`src/rtl/alu_mdu_if.sv`:
```
// alu_mdu_if: operand/command/result bundle for alu_mdu.
//   AluOp1, AluOp2 : operands (dividend/multiplicand, divisor/multiplier)
//   AluCtrl        : 4-bit operation select
//   Start          : launch a multi-cycle multiply/divide
//   AluResult, Zero: combinational result and its zero flag
//   Busy, Done     : multi-cycle op in progress / one-cycle completion pulse
// master drives operands and commands; slave (the ALU) drives results.
interface alu_mdu_if #(
  parameter int unsigned WIDTH = 32
);
  logic [WIDTH-1:0] AluOp1;
  logic [WIDTH-1:0] AluOp2;
  logic [3:0]       AluCtrl;
  logic             Start;
  logic [WIDTH-1:0] AluResult;
  logic             Zero;
  logic             Busy;
  logic             Done;

  modport master (
    output AluOp1, AluOp2, AluCtrl, Start,
    input  AluResult, Zero, Busy, Done
  );

  modport slave (
    input  AluOp1, AluOp2, AluCtrl, Start,
    output AluResult, Zero, Busy, Done
  );
endinterface

```
`src/rtl/alu_mdu.sv`:
```
// alu_mdu: single-cycle ALU plus an iterative multiply/divide unit with HI/LO.
//   clk   : rising-edge clock
//   reset : synchronous active-high reset
//   bus   : alu_mdu_if slave (operands, AluCtrl, Start in; AluResult, Zero, Busy, Done out)
// Multiply is shift-add, divide is restoring, both on operand magnitudes with the
// sign applied when the last of WIDTH steps commits into HI/LO.
// Optional feature: define ALU_MDU_DIV_EN to build the divider (DIV/DIVU). Without it,
// divide codes are not launched and no divider logic is generated.
module alu_mdu #(
  parameter int unsigned WIDTH = 32
) (
  input logic     clk,
  input logic     reset,
  alu_mdu_if.slave bus
);
  localparam int unsigned CW = $clog2(WIDTH);

  typedef enum logic [1:0] {StIdle, StRun, StDone} state_e;

  state_e           state_q;
  logic [WIDTH-1:0] hi_q, lo_q;
  logic [WIDTH-1:0] acc_q;    // product high half / partial remainder
  logic [WIDTH-1:0] wrk_q;    // multiplier bits / dividend bits becoming quotient
  logic [WIDTH-1:0] mcand_q;  // multiplicand or divisor magnitude
  logic [CW-1:0]    cnt_q;
  logic             neg_q;
  logic             busy_q, done_q;
`ifdef ALU_MDU_DIV_EN
  logic             div_q;
  logic             neg_rem_q;
  logic [WIDTH:0]   sh_rem, diff;
`endif

  logic             is_mul, is_div, launch, div0;
  logic             s1, s2;
  logic [WIDTH-1:0] mag1, mag2;
  logic [WIDTH:0]   add_sum;
  logic [WIDTH-1:0] acc_n, wrk_n;
  logic [2*WIDTH-1:0] prod;
  logic [WIDTH-1:0] res_hi, res_lo;
  logic [WIDTH-1:0] result;

  // Launch decode
  assign is_mul = (bus.AluCtrl[3:1] == 3'b100);
`ifdef ALU_MDU_DIV_EN
  assign is_div = (bus.AluCtrl[3:1] == 3'b101);
  assign div0   = is_div && (bus.AluOp2 == '0);
`else
  assign is_div = 1'b0;
  assign div0   = 1'b0;
`endif
  assign launch = bus.Start && (is_mul || is_div) && (state_q != StRun);

  // Even codes (MULT, DIV) are signed
  assign s1   = ~bus.AluCtrl[0] & bus.AluOp1[WIDTH-1];
  assign s2   = ~bus.AluCtrl[0] & bus.AluOp2[WIDTH-1];
  assign mag1 = s1 ? -bus.AluOp1 : bus.AluOp1;
  assign mag2 = s2 ? -bus.AluOp2 : bus.AluOp2;

  // One iteration step
  always_comb begin
    add_sum = {1'b0, acc_q} + (wrk_q[0] ? {1'b0, mcand_q} : '0);
    acc_n   = add_sum[WIDTH:1];
    wrk_n   = {add_sum[0], wrk_q[WIDTH-1:1]};
`ifdef ALU_MDU_DIV_EN
    sh_rem  = {acc_q, wrk_q[WIDTH-1]};
    diff    = sh_rem - {1'b0, mcand_q};
    if (div_q) begin
      // Partial remainder stays below the divisor, so it always fits WIDTH bits
      acc_n = diff[WIDTH] ? sh_rem[WIDTH-1:0] : diff[WIDTH-1:0];
      wrk_n = {wrk_q[WIDTH-2:0], ~diff[WIDTH]};
    end
`endif
  end

  // Sign correction of the final step's values
  always_comb begin
    prod = {acc_n, wrk_n};
    if (neg_q) prod = -prod;
    res_hi = prod[2*WIDTH-1:WIDTH];
    res_lo = prod[WIDTH-1:0];
`ifdef ALU_MDU_DIV_EN
    if (div_q) begin
      res_lo = neg_q ? -wrk_n : wrk_n;
      res_hi = neg_rem_q ? -acc_n : acc_n;
    end
`endif
  end

  always_ff @(posedge clk) begin
    if (reset) begin
      state_q   <= StIdle;
      hi_q      <= '0;
      lo_q      <= '0;
      acc_q     <= '0;
      wrk_q     <= '0;
      mcand_q   <= '0;
      cnt_q     <= '0;
      neg_q     <= 1'b0;
      busy_q    <= 1'b0;
      done_q    <= 1'b0;
`ifdef ALU_MDU_DIV_EN
      div_q     <= 1'b0;
      neg_rem_q <= 1'b0;
`endif
    end else begin
      case (state_q)
        StRun: begin
          acc_q <= acc_n;
          wrk_q <= wrk_n;
          cnt_q <= cnt_q + CW'(1);
          if (cnt_q == CW'(WIDTH - 1)) begin
            state_q <= StDone;
            busy_q  <= 1'b0;
            done_q  <= 1'b1;
            hi_q    <= res_hi;
            lo_q    <= res_lo;
          end
        end
        default: begin  // StIdle and StDone both accept a new launch
          state_q <= StIdle;
          done_q  <= 1'b0;
          if (launch) begin
            cnt_q   <= '0;
            acc_q   <= '0;
            neg_q   <= s1 ^ s2;
            wrk_q   <= is_div ? mag1 : mag2;
            mcand_q <= is_div ? mag2 : mag1;
`ifdef ALU_MDU_DIV_EN
            div_q     <= is_div;
            neg_rem_q <= s1;
`endif
            if (div0) begin
              state_q <= StDone;
              done_q  <= 1'b1;
              hi_q    <= bus.AluOp1;
              lo_q    <= '1;
            end else begin
              state_q <= StRun;
              busy_q  <= 1'b1;
            end
          end
        end
      endcase
    end
  end

  always_comb begin
    result = '0;
    case (bus.AluCtrl)
      4'b0000: result = bus.AluOp1 & bus.AluOp2;
      4'b0001: result = bus.AluOp1 | bus.AluOp2;
      4'b0010: result = bus.AluOp1 + bus.AluOp2;
      4'b0110: result = bus.AluOp1 - bus.AluOp2;
      4'b0111: result = {{(WIDTH-1){1'b0}}, ($signed(bus.AluOp1) < $signed(bus.AluOp2))};
      4'b1100: result = hi_q;
      4'b1101: result = lo_q;
      default: result = '0;
    endcase
  end

  assign bus.AluResult = result;
  assign bus.Zero      = (result == '0);
  assign bus.Busy      = busy_q;
  assign bus.Done      = done_q;
endmodule

```
`src/flat_wrapper.sv`:
```
// flat-port wrapper written by rule: the top's interface ports become plain ports
module alu_mdu_flat 
#(
  parameter int unsigned WIDTH = 32
)
  (clk, reset, bus_AluOp1, bus_AluOp2, bus_AluCtrl, bus_Start, bus_AluResult, bus_Zero, bus_Busy, bus_Done);
  alu_mdu_if #(.WIDTH(WIDTH)) bus_i ();
  input logic clk;
  input logic reset;
  input wire logic [$bits(bus_i.AluOp1)-1:0] bus_AluOp1;
  input wire logic [$bits(bus_i.AluOp2)-1:0] bus_AluOp2;
  input wire logic [$bits(bus_i.AluCtrl)-1:0] bus_AluCtrl;
  input wire logic [$bits(bus_i.Start)-1:0] bus_Start;
  output wire logic [$bits(bus_i.AluResult)-1:0] bus_AluResult;
  output wire logic [$bits(bus_i.Zero)-1:0] bus_Zero;
  output wire logic [$bits(bus_i.Busy)-1:0] bus_Busy;
  output wire logic [$bits(bus_i.Done)-1:0] bus_Done;
  assign bus_i.AluOp1 = bus_AluOp1;
  assign bus_i.AluOp2 = bus_AluOp2;
  assign bus_i.AluCtrl = bus_AluCtrl;
  assign bus_i.Start = bus_Start;
  assign bus_AluResult = bus_i.AluResult;
  assign bus_Zero = bus_i.Zero;
  assign bus_Busy = bus_i.Busy;
  assign bus_Done = bus_i.Done;
  alu_mdu #(.WIDTH(WIDTH)) u_core (.clk(clk), .reset(reset), .bus(bus_i));
endmodule
```
`config.mk`:
```
export PLATFORM = sky130hd
export DESIGN_NAME = alu_mdu_flat
export DESIGN_NICKNAME = d
export VERILOG_FILES = /design/src/rtl/alu_mdu_if.sv /design/src/rtl/alu_mdu.sv /design/src/flat_wrapper.sv
export SDC_FILE = /design/constraint.sdc
export NUM_CORES = 1
export LEC_CHECK = 0
export BUFFER_PORTS_ARGS = -buffer_cell sky130_fd_sc_hd__buf_4
export CAP_MARGIN = 15
export CORE_MARGIN = 2
export CORE_UTILIZATION = 55
export CTS_CLUSTER_DIAMETER = 200
export DETAILED_ROUTE_END_ITERATION = 8
export PLACE_DENSITY = 0.76
export SETUP_SLACK_MARGIN = 0.2
export SLEW_MARGIN = 20
export SYNTH_ARGS = -nofsm -noshare
export SYNTH_HDL_FRONTEND = slang
export SYNTH_SLANG_ARGS = --single-unit
```
`constraint.sdc`:
```
create_clock -name clk -period 3.7 [get_ports clk]
set_input_delay 0.185 -clock clk [delete_from_list [all_inputs] [get_ports clk]]
set_output_delay 0.185 -clock clk [all_outputs]
set_load 0.02 [all_outputs]
```
Word-level counts from Yosys, hierarchy flattened
Cells that the tools add are included.
{"block": "totals", "ff_bits": 170, "latchBits": 0, "ram_bits": 0, "mem_bits_ro": 0, "input_bits": 71, "out_inout_bits": 35, "word_cells": 62, "mem_count": 0}
{"block": "classes", "add_sub_neg": 7, "multipliers": 0, "n_div": 0, "order_cmp": 1, "eq_ne": 11, "shift": 0, "n_mux": 17, "bitwise_logic": 7, "reduce_logical": 9}
{"operator": "$mux W32", "count": 7}
{"operator": "$pmux W32 S7", "count": 1}
{"operator": "$mux W64", "count": 1}
{"operator": "$neg A32 Y32", "count": 2}
{"operator": "$neg A64 Y64", "count": 1}
{"operator": "$add A32 B33 Y33", "count": 1}
{"operator": "$add A32 B32 Y32", "count": 1}
{"operator": "$and A32 B32 Y32", "count": 1}
{"operator": "$logic_not A32 Y1", "count": 1}
{"operator": "$lt A32 B32 Y1", "count": 1}
{"operator": "$or A32 B32 Y32", "count": 1}
{"operator": "$sub A32 B32 Y32", "count": 1}
{"operator": "$mux W5", "count": 2}
{"operator": "$eq A4 B3 Y1 const B", "count": 2}
{"operator": "$eq A4 B4 Y1 const B", "count": 2}
{"operator": "$reduce_and A2 Y1", "count": 3}
{"operator": "$add A5 B1 Y5 const B", "count": 1}
{"operator": "$eq A5 B5 Y1 const B", "count": 1}
{"operator": "$eq A4 B1 Y1 const B", "count": 1}
{"operator": "$eq A4 B2 Y1 const B", "count": 1}
{"operator": "$logic_not A4 Y1", "count": 1}
{"operator": "$mux W1", "count": 4}
{"operator": "$mux W2", "count": 2}
{"operator": "$ne A2 B1 Y1 const B", "count": 2}
{"operator": "8 further kinds", "count": 11}

Logic depth before layout (Yosys ltp)
{"block": "depth", "depth_word": 5, "depth_mapped": 18, "depth_no_buf": 16}

Worst setup path after synthesis
OpenSTA, ideal clock, no wires.
{"block": "synth_timing", "kind": "flip-flop to flip-flop", "startpoint": "register u_core.wrk_q[0]", "endpoint": "register u_core.hi_q[31]", "setup_time_ps": 79, "arrival_ps": 3927, "t_required_ps": 3621, "path_slack_ps": -307, "stages_incl_launch_ff": 18, "path_buffers": 1, "synth_period_minus_slack_ps": 4007, "cell_sequence": "dfxtp_1 clkbuf_1 and2_1 ha_1 inv_1 fa_1 nor2b_1 o31ai_2 a31o_2 o31ai_1 xor2_1 or4b_4 nor4_4 nand3_2 o21ai_1 nand2_1 xor2_1 a211oi_2"}
{"block": "synth_between", "elab_chain_cells": 4}
{"item": "start: declaration", "line": "alu_mdu.sv:23", "text": "logic [WIDTH-1:0] wrk_q;"}
{"item": "start signal: assignment", "line": "alu_mdu.sv:110", "text": "wrk_q <= wrk_n;"}
{"item": "start signal: assignment", "line": "alu_mdu.sv:127", "text": "wrk_q <= is_div ? mag1 : mag2;"}
{"item": "$mux W32 *", "line": "alu_mdu.sv:62", "text": "add_sum = {1'b0, acc_q} + (wrk_q[0] ? {1'b0, mcand_q} : '0);"}
{"item": "$add A32 B33 Y33 *", "line": "alu_mdu.sv:62"}
{"item": "$neg A64 Y64", "line": "alu_mdu.sv:79", "text": "if (neg_q) prod = -prod;"}
{"item": "$mux W64 *", "line": "alu_mdu.sv:79"}
{"item": "end signal: assignment", "line": "alu_mdu.sv:116", "text": "hi_q <= res_hi;"}
{"item": "end signal: assignment", "line": "alu_mdu.sv:136", "text": "hi_q <= bus.AluOp1;"}
{"item": "end: declaration", "line": "alu_mdu.sv:21", "text": "logic [WIDTH-1:0] hi_q, lo_q;"}
Mark *: on every way between the ends. The rest lies on a longest branch, timed or not.
A chain may end at the register's enable or synchronous reset.

Worst setup path after layout
{"block": "layout_timing", "startpoint": "register u_core.wrk_q[0]", "endpoint": "register u_core.hi_q[30]"}
Same word-level chain as after synthesis.

==> key figures <==
Setup path
  • Startpoint Class: flip-flop
  • Crit path top cell by count: buf_4
  • Critical Path Fanout Max: 10
  • Setup crit start: u_core.wrk_q[0]
  • Worst setup EP type: flip-flop
  • Crit path cell chain: buf_12 -> and2_4 -> ha_4 -> buf_4 -> and3_4 -> a2111oi_4 -> buf_4 -> nor3b_1 -> o21ai_0 -> o31ai_2 -> nor4_4 -> buf_6 -> nand3_4 -> o41ai_4 -> xor2_1 -> a211oi_1
  • Worst Setup Path Type: flip-flop to flip-flop
  • Worst path required time: about 4.0 ns
  • CP top delay family: compound AO/OA/AOI/OAI gates
  • Worst reg-to-reg setup slack: -0.25 ns
  • Crit-path max cell delay: around 0.47 ns
  • FF-to-FF End: u_core.hi_q[30]
  • R2R cell count: 16
  • Slowest stage cell, crit path: a2111oi_4
  • Reg2Reg Launch Point: u_core.wrk_q[0]
  • Worst EP arrival: between 4 and 5 ns
  • Buffers & Inverters on Critical Path: 4

Placement
  • Dpl cells: ~2,900
  • Count of input and output buffers: between 100 and 150
  • Pre-CTS WS: -0.529 ns
  • HPWL Detailed: just under 50,000 um
  • Area after DPL: a little under 20,000 um^2
  • GPL Wtd Cong: 1.00

Layout
  • Area of the multi-input gates: ~13,000 um^2
  • Cell area after layout: around 22,000 um^2
  • Fin cells: ~3,000
  • FF/Latch Area: around 3400 um^2
  • FILL cells: around 2,000
  • Share of layout cells above drive strength 1: 0.302
  • Nets@finish: approximately 2,800
  • Number of inserted diodes: 0
  • Area Overhead vs Synth: 37.7%

Pwr
  • Leak Pwr: about 9.0 nW
  • P per Cell Area: around 270 nW/um^2
  • Reg power frac: 0.322
  • Comb pwr share: 0.359
  • Max rail drop VDD: ~0.38 mV
  • Psw: between 2 and 2.5 mW
  • Clock network power share: 0.319
  • Switching Share: 0.362
  • Pint: about 3.7 mW

Detailed routing
  • Vias per inst: 6.66
  • DRC errors left: 0
  • Detailed-route via count: approximately 20,000
  • DRT antenna net count: 0
  • DRT Wirelength: ~70,000 um
  • Wire per inst: between 20 and 25 um
  • DRT Pass-1 Iters: 8
  • Drt initial violations: between 2,000 and 2,500

Yosys
  • Prevailing post-synth register cell: dfxtp_1
  • Cells taking the most area after synthesis: dfxtp_1 21%, ha_1 11%, nor2_1 6.2%
  • Synth cell count leaders: 265 x nor2_1, 193 x nand2_1, 170 x dfxtp_1, 152 x a21oi_1, 134 x ha_1
  • Largest family of logic cells by synthesized area: compound AO/OA/AOI/OAI gates
  • Mapped Area: 15,900 um^2
  • #FFs+latches synth: 170
  • Adder-cell share of the synthesized area: 0.109
  • Syn_nets: approximately 2,400
  • Most frequent cell after synthesis: nor2_1
  • Post-synth cell types: 86
  • Post-synthesis simple-gate area fraction: 0.227
  • Post-Synth XOR/XNOR Area: 0.0875
  • Asr flop ratio synth: 0
  • Compound-Gate Fraction of Synth Area: 0.297
  • EDFF count, synth: 0
  • Synth warn: 0
  • Mean Syn Cell Area: 7.31 um^2
  • Mux contribution to synthesized area: 0.00652
  • Sequential share of the synthesized area: 0.214
  • Synth top area share: 0.214
  • Largest area contributor in the netlist: dfxtp_1
  • Syn Inst Count: 2,177

Outcome
  • Failing checks: setup timing
  • Status: complete, but fails checks

Die
  • Starting Density: 0.556
  • Core area: ~29,000 um^2
  • Num ports: 106
  • Die height: 174 um
  • Std-Cell Rows: 62
  • DIE WIDTH: 174 um
  • Die area: around 30,000 um^2

Hold path
  • Hold WC Path Type: input pin to flip-flop
  • Worst Min Path Start: bus_AluOp1[27]
  • Hold Path Sink: u_core.mcand_q[27]
  • Hold Path Cell Cnt: 3

Timing
  • Tightest hold margin: 0.0974 ns
  • Clk_skew: ~0.018 ns
  • Final hold violation count: 0
  • RSZ-0062 raised after global routing: yes
  • Worst slew margin: 0.289
  • Part of the cycle the worst path needs: 1.07
  • Final setup violation count: 17
  • Final Worst Setup Slack: -0.246 ns
  • Slew Limit Fails: 0
  • Max Clk Rate: 0.253 GHz
  • Crit path time final: roughly 3.9 ns
  • Worst-Margin Slew: 1.07 ns

Global route
  • GR Util All Layers: 0.419
  • First-pass GRT wire length: 101,000 um
  • Initial antenna violation count: 0
  • Largest net degree at the start of global routing: 76
  • GRT Residual Overflow: 0
  • Vias in the first global route: 18,300

Clocking
  • CTS Sinks: between 150 and 200
  • CTS root buf: clkbuf_16
  • CTS Hold Bufs: 0
  • CTS H-tree depth: 4
  • Clock Tree Buf Depth: 2
  • Clock Latency Late Sink: ~0.44 ns
  • TritonCTS clock tree: built
  • Clk slew on worst S/H paths: roughly 0.07 ns
  • TritonCTS Buffers: 17

Flow run
  • Max capacitance violation total: 0
[per-layer routing]
metal / global-route usage / share of wire
met1: 0.509 / 0.37
met2: 0.710 / 0.47
met3: 0.0531 / 0.080
met4: 0.249 / 0.073
met5: 0 / 0
[cells by family after synthesis]
kind of cell / count (synthesis)
AO/OA/AOI/OAI: 698
XOR/XNOR: 159
AND/OR/NAND/NOR: 754
buffers and inverters: 249
flip-flops: 170
multiplexers: 10
adder cells (fa/ha/maj): 137
[worst min-delay path: stages]
cell	delay, ns
buf_4	0.13
o21ai_0	0.07
a311oi_1	0.08
[cell type report]
class,instances,share of cell area
multi-input cells,1758,0.596
repair buffers,507,0.180
inverters,110,0.0195
well taps,384,0.0219
flip-flops and latches,170,0.156
clock inverters,14,0.00673
clock buffers,18,0.0200
[sequential cells by signal, indices dropped and copies added (netlist names)]
signal,flops
u_core.acc_q,32
u_core.hi_q,32
u_core.lo_q,32
u_core.mcand_q,32
u_core.wrk_q,32
u_core.cnt_q,5
u_core.state_q,2
u_core.bus.Busy,1
u_core.bus.Done,1
u_core.neg_q,1
[power groups by stage]
stage          clock, mW  combinational, mW  sequential (mW)
2_1_floorplan          0              0.941             1.92
3_3_place_gp           0               1.75             1.92
3_5_place_dp           0               1.76             1.93
4_1_cts             1.84               1.89             1.88
5_1_grt             1.93               2.22             1.89
6_report            1.87               2.11             1.89
[timing repair]
| item | CTS | global route |
|---|---|---|
| buffers inserted | 22 | 30 |
| cloned | 0 | 0 |
| pin swaps | 62 | 64 |
| resized for setup | 139 | 142 |
| endpoints found under the setup margin | 28 | 32 |
[through the flow]
step           TNS (ns)  utilization  power (mW)
2_1_floorplan         0            -        2.86
3_3_place_gp     -0.890        0.680        3.67
3_5_place_dp      -1.95        0.680        3.69
4_1_cts          -0.221        0.733        5.61
5_1_grt           -4.56        0.766        6.04
6_report          -2.53        0.766        5.87
[layout by cell type (no fill, tap or decap), drive strengths merged, types with 20 or more instances in the layout]
cell type	count
buf	507
nor2	265
nand2	193
dfxtp	170
a21oi	152
o21ai	135
ha	134
a211oi	122
inv	119
xnor2	96
xor2	63
nor3	45
and2	42
o31ai	36
nand3	35
a31oi	33
nor4	28
a21o	25
a221oi	22
nand4	21
or3	20
[how the worst max path moves through the flow]
stage	end	depth (start not counted)
finish	u_core.hi_q[30]	16
CTS	bus_Zero	20
detailed placement	bus_Zero	19
global placement	bus_Zero	19
floorplan	u_core.hi_q[30]	16
global route	u_core.hi_q[30]	16
Note: power is estimated with default switching activity, not from simulation.
